### src/rtl/soc_pkg.sv
// soc_pkg: shared register map, CTRL/STATUS bit positions and FSM state
// encodings for the IMEM loader.
package soc_pkg;

    // Register offsets, decoded from bus_addr[2:0] (byte address [4:2])
    localparam logic [2:0] OFF_CTRL   = 3'd0;
    localparam logic [2:0] OFF_PTR    = 3'd1;
    localparam logic [2:0] OFF_DATA   = 3'd2;
    localparam logic [2:0] OFF_STATUS = 3'd3;
    localparam logic [2:0] OFF_CHKSUM = 3'd4;

    // CTRL bit positions
    localparam int CTRL_HOLD    = 0;
    localparam int CTRL_PTR_CLR = 1;

    // STATUS bit positions
    localparam int STAT_HOLD      = 0;
    localparam int STAT_ERR       = 1;
    localparam int STAT_RUN       = 2;
    localparam int STAT_COUNT_LSB = 16;

    typedef enum logic {
        BUS_IDLE = 1'b0,
        BUS_ACK  = 1'b1
    } bus_state_t;

    typedef enum logic [1:0] {
        REL_HELD  = 2'd0,
        REL_DRAIN = 2'd1,
        REL_RUN   = 2'd2
    } rel_state_t;

    // Byte-strobe merge of new write data over an old register image
    function automatic logic [31:0] byte_merge(input logic [31:0] old_val,
                                               input logic [31:0] new_val,
                                               input logic [3:0]  strb);
        logic [31:0] res;
        res = old_val;
        for (int i = 0; i < 4; i++)
            if (strb[i]) res[i*8 +: 8] = new_val[i*8 +: 8];
        return res;
    endfunction

endpackage

### src/rtl/soc_imem_loader.sv
// soc_imem_loader: bus-slave that streams a program image into IMEM while
// holding the CPU in reset, then releases the CPU after a drain delay.
// Optional feature: define SOC_IMEM_LOADER_CHKSUM_EN to add a running
// 32-bit checksum of accepted image words at offset 4.
module soc_imem_loader
    import soc_pkg::*;
#(
    parameter int unsigned NUM_WORDS_IMEM = 8192,
    parameter int unsigned RELEASE_DLY    = 4,
    parameter logic        HOLD_AT_RESET  = 1'b1
) (
    input  logic        clk,
    input  logic        arst_n,
    input  logic        bus_vld,
    output logic        bus_rdy,
    input  logic [3:0]  bus_we,
    input  logic [29:0] bus_addr,
    input  logic [31:0] bus_wdat,
    output logic [31:0] bus_rdat,
    output logic        imem_cpu_rstn,
    output logic        imem_we,
    output logic [29:0] imem_waddr,
    output logic [31:0] imem_wdat
);

    localparam int PW = $clog2(NUM_WORDS_IMEM);

    bus_state_t  bus_state, bus_next;
    rel_state_t  rel_state, rel_next;
    logic [3:0]  rel_cnt, rel_cnt_next;

    logic          hold, err;
    logic [PW-1:0] ptr;
    logic [15:0]   count;
    logic [31:0]   rd_mux, ptr_merged, chksum_rd;
    logic [2:0]    off;
    logic          start, is_wr, data_ok, data_err, ptr_clr;
    logic          unused_ok;

    assign off        = bus_addr[2:0];
    assign is_wr      = |bus_we;
    assign ptr_merged = byte_merge(32'(ptr), bus_wdat, bus_we);
    assign unused_ok  = ^{bus_addr[29:3], ptr_merged[31:PW]};

    // Every transaction commits on the edge entering ACK; these qualify it
    assign data_ok  = start && is_wr && off == OFF_DATA && hold && bus_we == 4'hF;
    assign data_err = start && is_wr && off == OFF_DATA && !data_ok;
    assign ptr_clr  = start && is_wr && off == OFF_CTRL && bus_we[0] && bus_wdat[CTRL_PTR_CLR];

    // Bus FSM state register
    always_ff @(posedge clk or negedge arst_n) begin
        if (!arst_n) bus_state <= BUS_IDLE;
        else         bus_state <= bus_next;
    end

    // Bus FSM next state: ACK always returns to IDLE so a held bus_vld never double-commits
    always_comb begin
        bus_next = bus_state;
        start    = 1'b0;
        case (bus_state)
            BUS_IDLE: if (bus_vld) begin
                bus_next = BUS_ACK;
                start    = 1'b1;
            end
            BUS_ACK:  bus_next = BUS_IDLE;
            default:  bus_next = BUS_IDLE;
        endcase
    end

    assign bus_rdy = (bus_state == BUS_ACK);

    // Read mux; write-only and unmapped offsets read zero
    always_comb begin
        rd_mux = '0;
        case (off)
            OFF_CTRL:   rd_mux[CTRL_HOLD] = hold;
            OFF_PTR:    rd_mux = 32'(ptr);
            OFF_STATUS: begin
                rd_mux[STAT_HOLD] = hold;
                rd_mux[STAT_ERR]  = err;
                rd_mux[STAT_RUN]  = imem_cpu_rstn;
                rd_mux[STAT_COUNT_LSB +: 16] = count;
            end
            OFF_CHKSUM: rd_mux = chksum_rd;
            default:    rd_mux = '0;
        endcase
    end

    // Register file, IMEM write port and registered read data
    always_ff @(posedge clk or negedge arst_n) begin
        if (!arst_n) begin
            hold       <= HOLD_AT_RESET;
            err        <= 1'b0;
            ptr        <= '0;
            count      <= '0;
            bus_rdat   <= '0;
            imem_we    <= 1'b0;
            imem_waddr <= '0;
            imem_wdat  <= '0;
        end else begin
            imem_we  <= 1'b0;
            bus_rdat <= '0;
            if (start && !is_wr) bus_rdat <= rd_mux;
            if (start && is_wr) begin
                case (off)
                    OFF_CTRL: if (bus_we[0]) begin
                        hold <= bus_wdat[CTRL_HOLD];
                        if (bus_wdat[CTRL_PTR_CLR]) begin
                            ptr   <= '0;
                            count <= '0;
                        end
                    end
                    OFF_PTR:    ptr <= ptr_merged[PW-1:0];
                    OFF_STATUS: if (bus_we[0] && bus_wdat[STAT_ERR]) err <= 1'b0;
                    default: ;
                endcase
            end
            if (data_ok) begin
                imem_we    <= 1'b1;
                imem_waddr <= 30'(ptr);
                imem_wdat  <= bus_wdat;
                ptr        <= ptr + PW'(1);
                if (count != 16'hFFFF) count <= count + 16'd1;
            end
            if (data_err) err <= 1'b1;
        end
    end

`ifdef SOC_IMEM_LOADER_CHKSUM_EN
    logic [31:0] chksum;

    // Running modulo-2^32 sum of accepted image words
    always_ff @(posedge clk or negedge arst_n) begin
        if (!arst_n)      chksum <= '0;
        else if (ptr_clr) chksum <= '0;
        else if (data_ok) chksum <= chksum + bus_wdat;
    end

    assign chksum_rd = chksum;
`else
    assign chksum_rd = '0;
`endif

    // Release FSM and CPU reset output registers
    always_ff @(posedge clk or negedge arst_n) begin
        if (!arst_n) begin
            rel_state     <= REL_HELD;
            rel_cnt       <= '0;
            imem_cpu_rstn <= 1'b0;
        end else begin
            rel_state     <= rel_next;
            rel_cnt       <= rel_cnt_next;
            imem_cpu_rstn <= (rel_next == REL_RUN);
        end
    end

    // Release FSM next state: HOLD wins from any state, so re-asserting it
    // during DRAIN forces a fresh full-length count on the next release
    always_comb begin
        rel_next     = rel_state;
        rel_cnt_next = rel_cnt;
        if (hold) begin
            rel_next = REL_HELD;
        end else begin
            case (rel_state)
                REL_HELD: begin
                    rel_next     = REL_DRAIN;
                    rel_cnt_next = 4'(RELEASE_DLY);
                end
                REL_DRAIN: begin
                    rel_cnt_next = rel_cnt - 4'd1;
                    if (rel_cnt == 4'd1) rel_next = REL_RUN;
                end
                REL_RUN:  rel_next = REL_RUN;
                default:  rel_next = REL_HELD;
            endcase
        end
    end

endmodule

### config.mk
export PLATFORM = sky130hd
export DESIGN_NAME = soc_imem_loader
export DESIGN_NICKNAME = d
export VERILOG_FILES = /design/src/rtl/soc_pkg.sv /design/src/rtl/soc_imem_loader.sv
export SDC_FILE = /design/constraint.sdc
export NUM_CORES = 1
export LEC_CHECK = 0
export ABC_AREA = 1
export CORE_MARGIN = 2
export CORE_UTILIZATION = 51
export DETAILED_ROUTE_END_ITERATION = 8
export PLACE_DENSITY = 0.85
export SYNTH_ARGS = -nofsm -noshare
export SYNTH_HDL_FRONTEND = slang
export SYNTH_SLANG_ARGS = --single-unit
export TNS_END_PERCENT = 20
### constraint.sdc
create_clock -name clk -period 3.75 [get_ports clk]
set_input_delay 0.375 -clock clk [delete_from_list [all_inputs] [get_ports clk]]
set_output_delay 0.375 -clock clk [all_outputs]
set_load 0.03 [all_outputs]
* Yosys cells after proc, flatten, opt, wreduce, memory -nomap -nowiden
Index checks and enable logic that the tools add are counted.
** Word-level totals
- Word-level logic and storage cells :: 85
- Flip-flop bits (word level) :: 117
- Bits of input ports :: 69
- Output and inout port bits :: 97
** Operators by class
- Add/sub/neg operators :: 3
- Bitwise gates (word level) :: 2
- Equality and inequality tests :: 13
- Reductions and logical operators :: 24
- Muxes and demuxes :: 30
** Operator list (count)
- $mux W16 :: 7
- $mux W13 :: 4
- $mux W32 :: 1
- $pmux W13 S2 :: 1
- $add A16 B1 Y16 const B :: 1
- $ne A16 B16 Y1 const B :: 1
- $add A13 B1 Y13 const B :: 1
- $ne A3 B3 Y1 const B :: 4
- $mux W10 :: 1
- $reduce_and A5 Y1 :: 2
- $reduce_bool A2 Y1 :: 5
- $mux W8 :: 1
- $pmux W4 S2 :: 1
- $logic_and A1 B1 Y1 :: 7
- $mux W1 :: 7
- $eq A3 B2 Y1 const B :: 2
- $pmux W2 S3 :: 1
- $reduce_and A3 Y1 :: 2
- $mux W5 :: 1
- $eq A2 B2 Y1 const B :: 2
- $eq A4 B1 Y1 const B :: 1
- $eq A4 B4 Y1 const B :: 1
- $mux W2 :: 2
- $pmux W1 S2 :: 2
- 12 further kinds :: 14

* Longest topological paths before layout
Gate-level depths: netlist of the first run.
- Depth after elaboration :: 10
- Gate-level depth with buffers :: 10
- Gate-level depth less buffers :: 10

* Worst setup path before layout of the first run
OpenSTA, ideal clock, no wires.
- Path type :: flip-flop to flip-flop
- Start point :: register bus_state (netlist: bus_rdy)
- End point :: register imem_wdat[10]
- Arrival :: 1440 ps
- Setup time :: 118 ps
- Stages on the path, launching flop included :: 9
- Setup slack :: 2192 ps
- Period minus slack after synthesis :: 1558 ps
- Cells stage by stage :: dfrtp_1 -> nor2_4 -> nand2_2 -> inv_4 -> nand3_4 -> buf_4 -> buf_6 -> nand2_1 -> nand2_1
** On the way
- Cells in the longest elaborated chain, start to end :: 5
** RTL lines
- start: declaration :: RTL line soc_imem_loader.sv:28 : bus_state_t bus_state, bus_next;
- start signal: assignment :: RTL line soc_imem_loader.sv:53 : else bus_state <= bus_next;
- $mux W1 :: RTL line soc_imem_loader.sv:60 : case (bus_state)
- $logic_and A1 B1 Y1 (4 in series) :: RTL line soc_imem_loader.sv:46 : assign data_ok = start && is_wr && off == OFF_DATA && hold && bus_we == 4'hF;
- end signal: assignment :: RTL line soc_imem_loader.sv:121 : imem_wdat <= bus_wdat;
- end: declaration :: RTL line soc_imem_loader.sv:23 : output logic [31:0] imem_wdat
No other way between the ends.
A chain may end at the register's enable or synchronous reset.

* Worst setup path after layout of the first run
- Start point :: input bus_we[0]
- End point :: register ptr[2]
** On the way
- Cells in the longest elaborated chain, start to end :: 7
** RTL lines
- start: declaration :: RTL line soc_imem_loader.sv:16 : input logic [3:0] bus_we,
- $reduce_or A4 Y1 :: RTL line soc_imem_loader.sv:41 : assign is_wr = |bus_we;
- $logic_and A1 B1 Y1 :: RTL line soc_imem_loader.sv:46, soc_imem_loader.sv:104
- $logic_and A1 B1 Y1 (3 in series) :: RTL line soc_imem_loader.sv:46
- $ne A3 B3 Y1 (no line) (tied with other cells)
- $reduce_and A5 Y1 (no line)
- end signal: assignment :: RTL line soc_imem_loader.sv:113 : OFF_PTR: ptr <= ptr_merged[PW-1:0];
- end signal: assignment :: RTL line soc_imem_loader.sv:122 : ptr <= ptr + PW'(1);
- end: declaration :: RTL line soc_imem_loader.sv:33 : logic [PW-1:0] ptr;
Parallel ways exist; a longest one is shown, timed or not.

==> results.yml, run 1 <==
worst_setup_path:
  cp_slowest_stage_delay_ps: 730
  endpoint_kind: "flop"
  path_cells: "clkdlybuf4s50_1 > nor2_1 > nand2_1 > nand2_2 > inv_4 > nand3_4 > buf_4 > o21ai_1 > nand2_1 > nand2_1"
  critPathArrivalTime_ps: 2810
  crit_slowest_cell: "clkdlybuf4s50_1"
  crit_fanout: 37
  path_class: "primary input to flop"
  cp_common_cell: "nand2_1"
  worstPathRequired_ps: 4200
  r2r_start: "bus_rdy"
  ff2ff_path_depth: 8
  rrSetupSlack_ps: 1660
  startpoint_type: "primary input"
  endpoint: "ptr[2]"
  r2r_end: "ptr[2]"
  crit_start: "bus_we[0]"
power:
  p_sw_uw: 952
  total_power_uw: 3470
  power_frac_comb: 0.145
  p_per_area_mw_per_mm2: 469
  peakVddDrop_mv: 0.265
  pwr-share-seq: 0.407
  p_int_uw: 2520
  swShare: 0.274
  p_leak_uw: 0.00365
  p_clk_frac: 0.448
drt:
  routed_wl_mm: 13.6
  remaining_drc_errors: 0
  drt_iter0_drc: 357
  avgViaCountPerCell: 5.10
  vias: 5045
  detail_route.wl_per_cell_um: 13.7
  detail-route-antenna-nets: 0
  dr.pass1.iters: 5
cells_and_area:
  area_growth_pct: 31.6
  regArea_mm2: 0.00285
  nFillCells: 847
  antennaDiodeCount: 0
  nNetsFinal: 910
  multi_input_area_mm2: 0.00235
  layout-drive-gt1-share: 0.0695
timing:
  worst_slew_pin_slew_ps: 754
  rsz0062_at_grt: "false"
  setup_violations: 0
  finalHoldViolCount: 0
  tns_ps: 0
  finalCriticalPeriod_ps: 2360
  fmax_ghz: 0.424
  final.setup_skew_ps: 7.68
  slew_viol_final: 0
  period_share: 0.630
  max-slew-margin-rel: 0.497
run_status:
  status: "completed"
die:
  num_rows: 38
  coreArea_mm2: 0.0108
  initial_core_util: 0.521
  fp.dieH_um: 109
  io_pins: 166
  die_area_mm2: 0.0119
  die_w_um: 109
synth:
  synth.distinct_cells: 34
  synth_cells: 717
  yosysWarnings: 0
  ys_seq_area_frac: 0.508
  synth-seq-cells: 114
  netlist_area_mm2: 0.00562
  syn_area_per_cell_um2: 7.84
grt:
  grt_usage: 0.248
  antenna_found_initial: 0
  grt_start_max_net_pins: 51
  grt_pass1_wl_mm: 22.9
  grt_pass1_vias: 4964
  grt.overflow.total: 0
clock_tree:
  cts-resized-gates: 0
  clockBufferDepth: 2
  cts_tree: "yes"
  cts_buffers: 17
  cts_root_buffer: "clkbuf_8"
  insertion_delay_ps: 510
  cts_setup_buffers: 0
  h-tree-depth: 4
  clk_pin_slew_worst_paths_ps: 60
  cts_sinks: 114
  holdBufCountCts: 1
run:
  drv_cap: 0
place:
  io_buffers: 118
  gp_congestion: 0.898
  hpwl_mm: 9.01
hold_path:
  hold_path.class: "primary input to flop"
kinds of logic (layout without fill, tap and decap cells):
family / after synthesis / after routing / synth area share
AOI/OAI and AO/OA: 40 / 40 / 0.0423
xor gates and xnor gates: 11 / 11 / 0.0171
muxes: 1 / 1 / 0.00200
other: 1 / 20 / 0.000667
and+or+nand+nor: 449 / 449 / 0.335
DFF: 114 / 114 / 0.508
buffers and inverters: 97 / 210 / 0.0863
adders and majority gates: 4 / 4 / 0.00890
power by group through the flow:
stage / registers (uW) / clock network, uW / logic (uW)
after floorplan: 1430 / 0 / 336
after global placement: 1430 / 0 / 486
after detailed placement: 1430 / 0 / 499
after CTS: 1410 / 1570 / 505
after global routing: 1430 / 1640 / 568
final: 1410 / 1560 / 504
cell usage after synthesis, drive strengths merged:
library cell  number  area [um2]
a41oi              6        52.6
dfrtp            113        2830
nand2            323        1220
mux2               1        11.3
o21ai             25         129
inv               54         205
clkbuf             6        22.5
conb               1        3.75
xor2               9        78.8
nand3             44         250
buf               37         258
nor3              25         125
nor2              49         235
nand4              7        43.8
a21oi              6        33.8
nand3b             1        7.51
a211oi             2        15.0
xnor2              2        17.5
ha                 4        50.1
o31ai              1        7.51
dfstp              1        26.3
routing by layer:
metal  vias to the layer above  global-route usage  part of all wire
met5                         -                   0                 0
met4                         0              0.0998             0.021
met1                      2395               0.293              0.41
met3                        25              0.0652             0.060
met2                       167               0.428              0.51
li1                       2458                   -                 -
cells in the final DEF (no fill, tap or decap), types with 2 or more instances in the layout:
cell and n:
bufinv_16 2, o21ai_0 20, inv_2 3, xnor2_1 2
nor2_1 42, clkinv_2 4, nand2_1 319, clkbuf_16 16
nor2_4 4, nor3_1 25, clkbuf_8 5, o21ai_1 4
conb_1 20, nor2_2 2, a41oi_1 6, nand3_1 41
nand2_2 4, nand4_1 7, a21oi_1 5, xor2_1 9
inv_1 50, clkinv_4 2, nand3_4 2, ha_1 4
buf_4 7, clkdlybuf4s50_1 117, a211oi_1 2, dfrtp_1 113
final cells by class:
type | instances | area share
repair buffers | 125 | 0.167
clock buffers | 22 | 0.0639
clock inverters | 9 | 0.0142
flip-flops and latches | 114 | 0.386
multi-input cells | 525 | 0.318
well taps | 140 | 0.0237
inverters | 54 | 0.0277
flip-flops by register name (all words and copies together), names as in the netlist, 2 cells and up:
name        count
imem_wdat      32
ptr            13
bus_rdat       29
count          16
imem_waddr     13
rel_state       2
rel_cnt         4
critical path: cells and delay by family:
family | cells | cell delay (ps)
buf+inv | 3 | 1290
simple gates | 6 | 930
compound gates | 1 | 170
how the worst min path moves through the flow:
| stage | from | endpoint | slack [ps] | cells after the start |
|---|---|---|---|---|
| after floorplan | arst_n | bus_rdat[0] | 80 | 0 |
| after global placement | arst_n | count[12] | 450 | 1 |
| after detailed placement | arst_n | count[12] | 440 | 1 |
| after CTS | bus_wdat[17] | imem_wdat[17] | 380 | 3 |
| after global routing | bus_wdat[14] | imem_wdat[14] | 400 | 3 |
| final | bus_wdat[17] | imem_wdat[17] | 400 | 3 |
per-stage QoR:
step / utilization / std cells / hold WS, ps / setup slack [ps] / area, um2
3_5_place_dp: 0.631 / 957 / 442 / 939 / 6810
6_report: 0.686 / 989 / 399 / 1390 / 7400
5_1_grt: 0.686 / 989 / 397 / 1260 / 7400
4_1_cts: 0.686 / 989 / 384 / 1420 / 7400
3_3_place_gp: 0.631 / 957 / 448 / 975 / 6810
2_1_floorplan: - / 736 / 79.4 / 2190 / 5690
No activity file was read; power rests on OpenSTA's default activity.
==> run 2, diff against run 1 <==
--- a/config.mk
+++ b/config.mk
@@ -7,9 +7,9 @@
 export LEC_CHECK = 0
 export ABC_AREA = 1
 export CORE_MARGIN = 2
-export CORE_UTILIZATION = 51
+export CORE_UTILIZATION = 48
 export DETAILED_ROUTE_END_ITERATION = 8
-export PLACE_DENSITY = 0.85
+export PLACE_DENSITY = 0.81
 export SYNTH_ARGS = -nofsm -noshare
 export SYNTH_HDL_FRONTEND = slang
 export SYNTH_SLANG_ARGS = --single-unit
==> constraint.sdc (replaced) <==
create_clock -name clk -period 2.25 [get_ports clk]
set_input_delay 0.225 -clock clk [delete_from_list [all_inputs] [get_ports clk]]
set_output_delay 0.225 -clock clk [all_outputs]
set_load 0.03 [all_outputs]
==> run 2 against run 1 <==
Compared with the run above:
- global-route usage fell by 2.0 points
- worst setup slack got worse by 960 ps
- total power rose by 71%
- flip-flop and latch count did not move
- count of clock-buffer cells in the layout rose by 1
- largest power group unchanged
- critical endpoint is now count[13]
- critical path depth fell by 2
- via count fell by 1.9%
- non-clock buffer count rose by 8
- register-to-register slack got worse by 1200 ps
- clock skew fell by 0.74 ps
- wire length rose by 0.51%
==> results.yml, run 2 (synthesis results as in run 1) <==
run_status:
  status: "completed"
worst_setup_path:
  endpoint: "count[13]"
  ff2ff_path_depth: 8
  crit_fanout: 5
  startpoint_type: "flop"
  rrSetupSlack_ps: 430
  path_class: "flop to flop"
  endpoint_kind: "flop"
  worstPathRequired_ps: 2550
  r2r_start: "count[1]"
  crit_start: "count[1]"
  r2r_end: "count[13]"
  critPathArrivalTime_ps: 2120
timing:
  worst_slack_ps: 427
  slew_viol_final: 0
  tns_ps: 0
  whs_ps: 311
  setup_violations: 0
  rsz0062_at_grt: "false"
  finalCriticalPeriod_ps: 1820
  finalHoldViolCount: 0
  fmax_ghz: 0.549
  final.setup_skew_ps: 6.94
  period_share: 0.810
power:
  p_clk_frac: 0.461
  p_per_area_mw_per_mm2: 792
  p_int_uw: 4360
  power_frac_comb: 0.143
  p_leak_uw: 0.00371
  peakVddDrop_mv: 0.538
  total_power_uw: 5950
  swShare: 0.268
  pwr-share-seq: 0.396
  p_sw_uw: 1590
clock_tree:
  insertion_delay_ps: 410
  cts_root_buffer: "clkbuf_16"
  cts_tree: "yes"
  clk_pin_slew_worst_paths_ps: 50
  cts_buffers: 17
  clockBufferDepth: 2
  cts-resized-gates: 0
  cts_sinks: 114
  h-tree-depth: 4
grt:
  antenna_found_initial: 0
  grt_pass1_vias: 4847
  grt_pass1_wl_mm: 23.2
  grt_usage: 0.228
  grt.overflow.total: 0
  grt_start_max_net_pins: 42
drt:
  remaining_drc_errors: 0
  avgViaCountPerCell: 4.94
  detail_route.wl_per_cell_um: 13.6
  vias: 4947
  dr.pass1.iters: 5
  detail-route-antenna-nets: 0
  routed_wl_mm: 13.7
  drt_iter0_drc: 290
cells_and_area:
  area_growth_pct: 33.7
  nNetsFinal: 918
  final_common_cell: "nand2_1"
  layout-drive-gt1-share: 0.0769
  final_util: 0.658
  top_register: "imem_wdat"
  top_regs: "imem_wdat: 32 flops, bus_rdat: 29 flops, count: 16 flops"
  antennaDiodeCount: 0
  layout_common_cells: "nand2_1, clkdlybuf4s50_1, dfrtp_1"
  largest_reg_flops: 32
place:
  gp_congestion: 0.909
  io_buffers: 118
  place_ws_ps: 78.6
  hpwl_mm: 9.53
hold_path:
  hold_path.class: "primary input to async pin"
die:
  fp.dieH_um: 112
  die_w_um: 112
  coreArea_mm2: 0.0114
  io_pins: 166
  num_rows: 39
  die_area_mm2: 0.0126
  initial_core_util: 0.492
run:
  drv_cap: 0
run 2: layout make-up:
cell class | count | area (um2)
Fill cell | 966 | 3900
Sequential cell | 114 | 2850
Multi-Input combinational cell | 525 | 2350
Timing Repair Buffer | 133 | 1320
Clock buffer | 23 | 478
Inverter | 54 | 205
Tap cell | 143 | 179
Clock inverter | 9 | 128
run 2: routing by layer:
metal | GRT usage | share of wire | vias up
li1 | - | - | 2471
met1 | 0.285 | 0.43 | 2323
met2 | 0.390 | 0.51 | 133
met3 | 0.0589 | 0.047 | 20
met4 | 0.0748 | 0.017 | 0
met5 | 0 | 0 | -
run 2: how the worst min path moves through the flow:
stage	end	cells past startpoint	slack (ps)	startpoint
after floorplan	bus_rdat[0]	0	-70	arst_n
final	imem_wdat[24]	2	310	arst_n
after global routing	imem_wdat[22]	2	350	arst_n
after CTS	imem_wdat[22]	2	320	arst_n
after global placement	imem_wdat[24]	1	200	arst_n
after detailed placement	imem_wdat[22]	1	200	arst_n
run 2: power groups by stage:
stage                     logic (uW)  clock network (uW)  registers [uW]
final                            850                2750            2360
after global routing             959                2880            2380
after CTS                        856                2760            2360
after detailed placement         848                   0            2390
after global placement           827                   0            2380
after floorplan                  560                   0            2390
run 2: worst max-delay path: stages, from the launching register on:
cell	delay [ps]
dfrtp_1	380
ha_1	260
nand2_1	110
nor2_1	240
nand3_1	240
nor2_1	220
nand2_1	120
nand3_1	90
nand2_1	50
run 2: repair_timing:
item,4_1_cts,5_1_grt
setup buffers,0,0
hold buffers,1,0
hold endpoints to repair,30,0
run 2: per-stage QoR:
stage,instance area [um2],instances
5_1_grt,7520,1001
3_5_place_dp,6900,968
2_1_floorplan,5690,736
4_1_cts,7520,1001
6_report,7520,1001
3_3_place_gp,6900,968
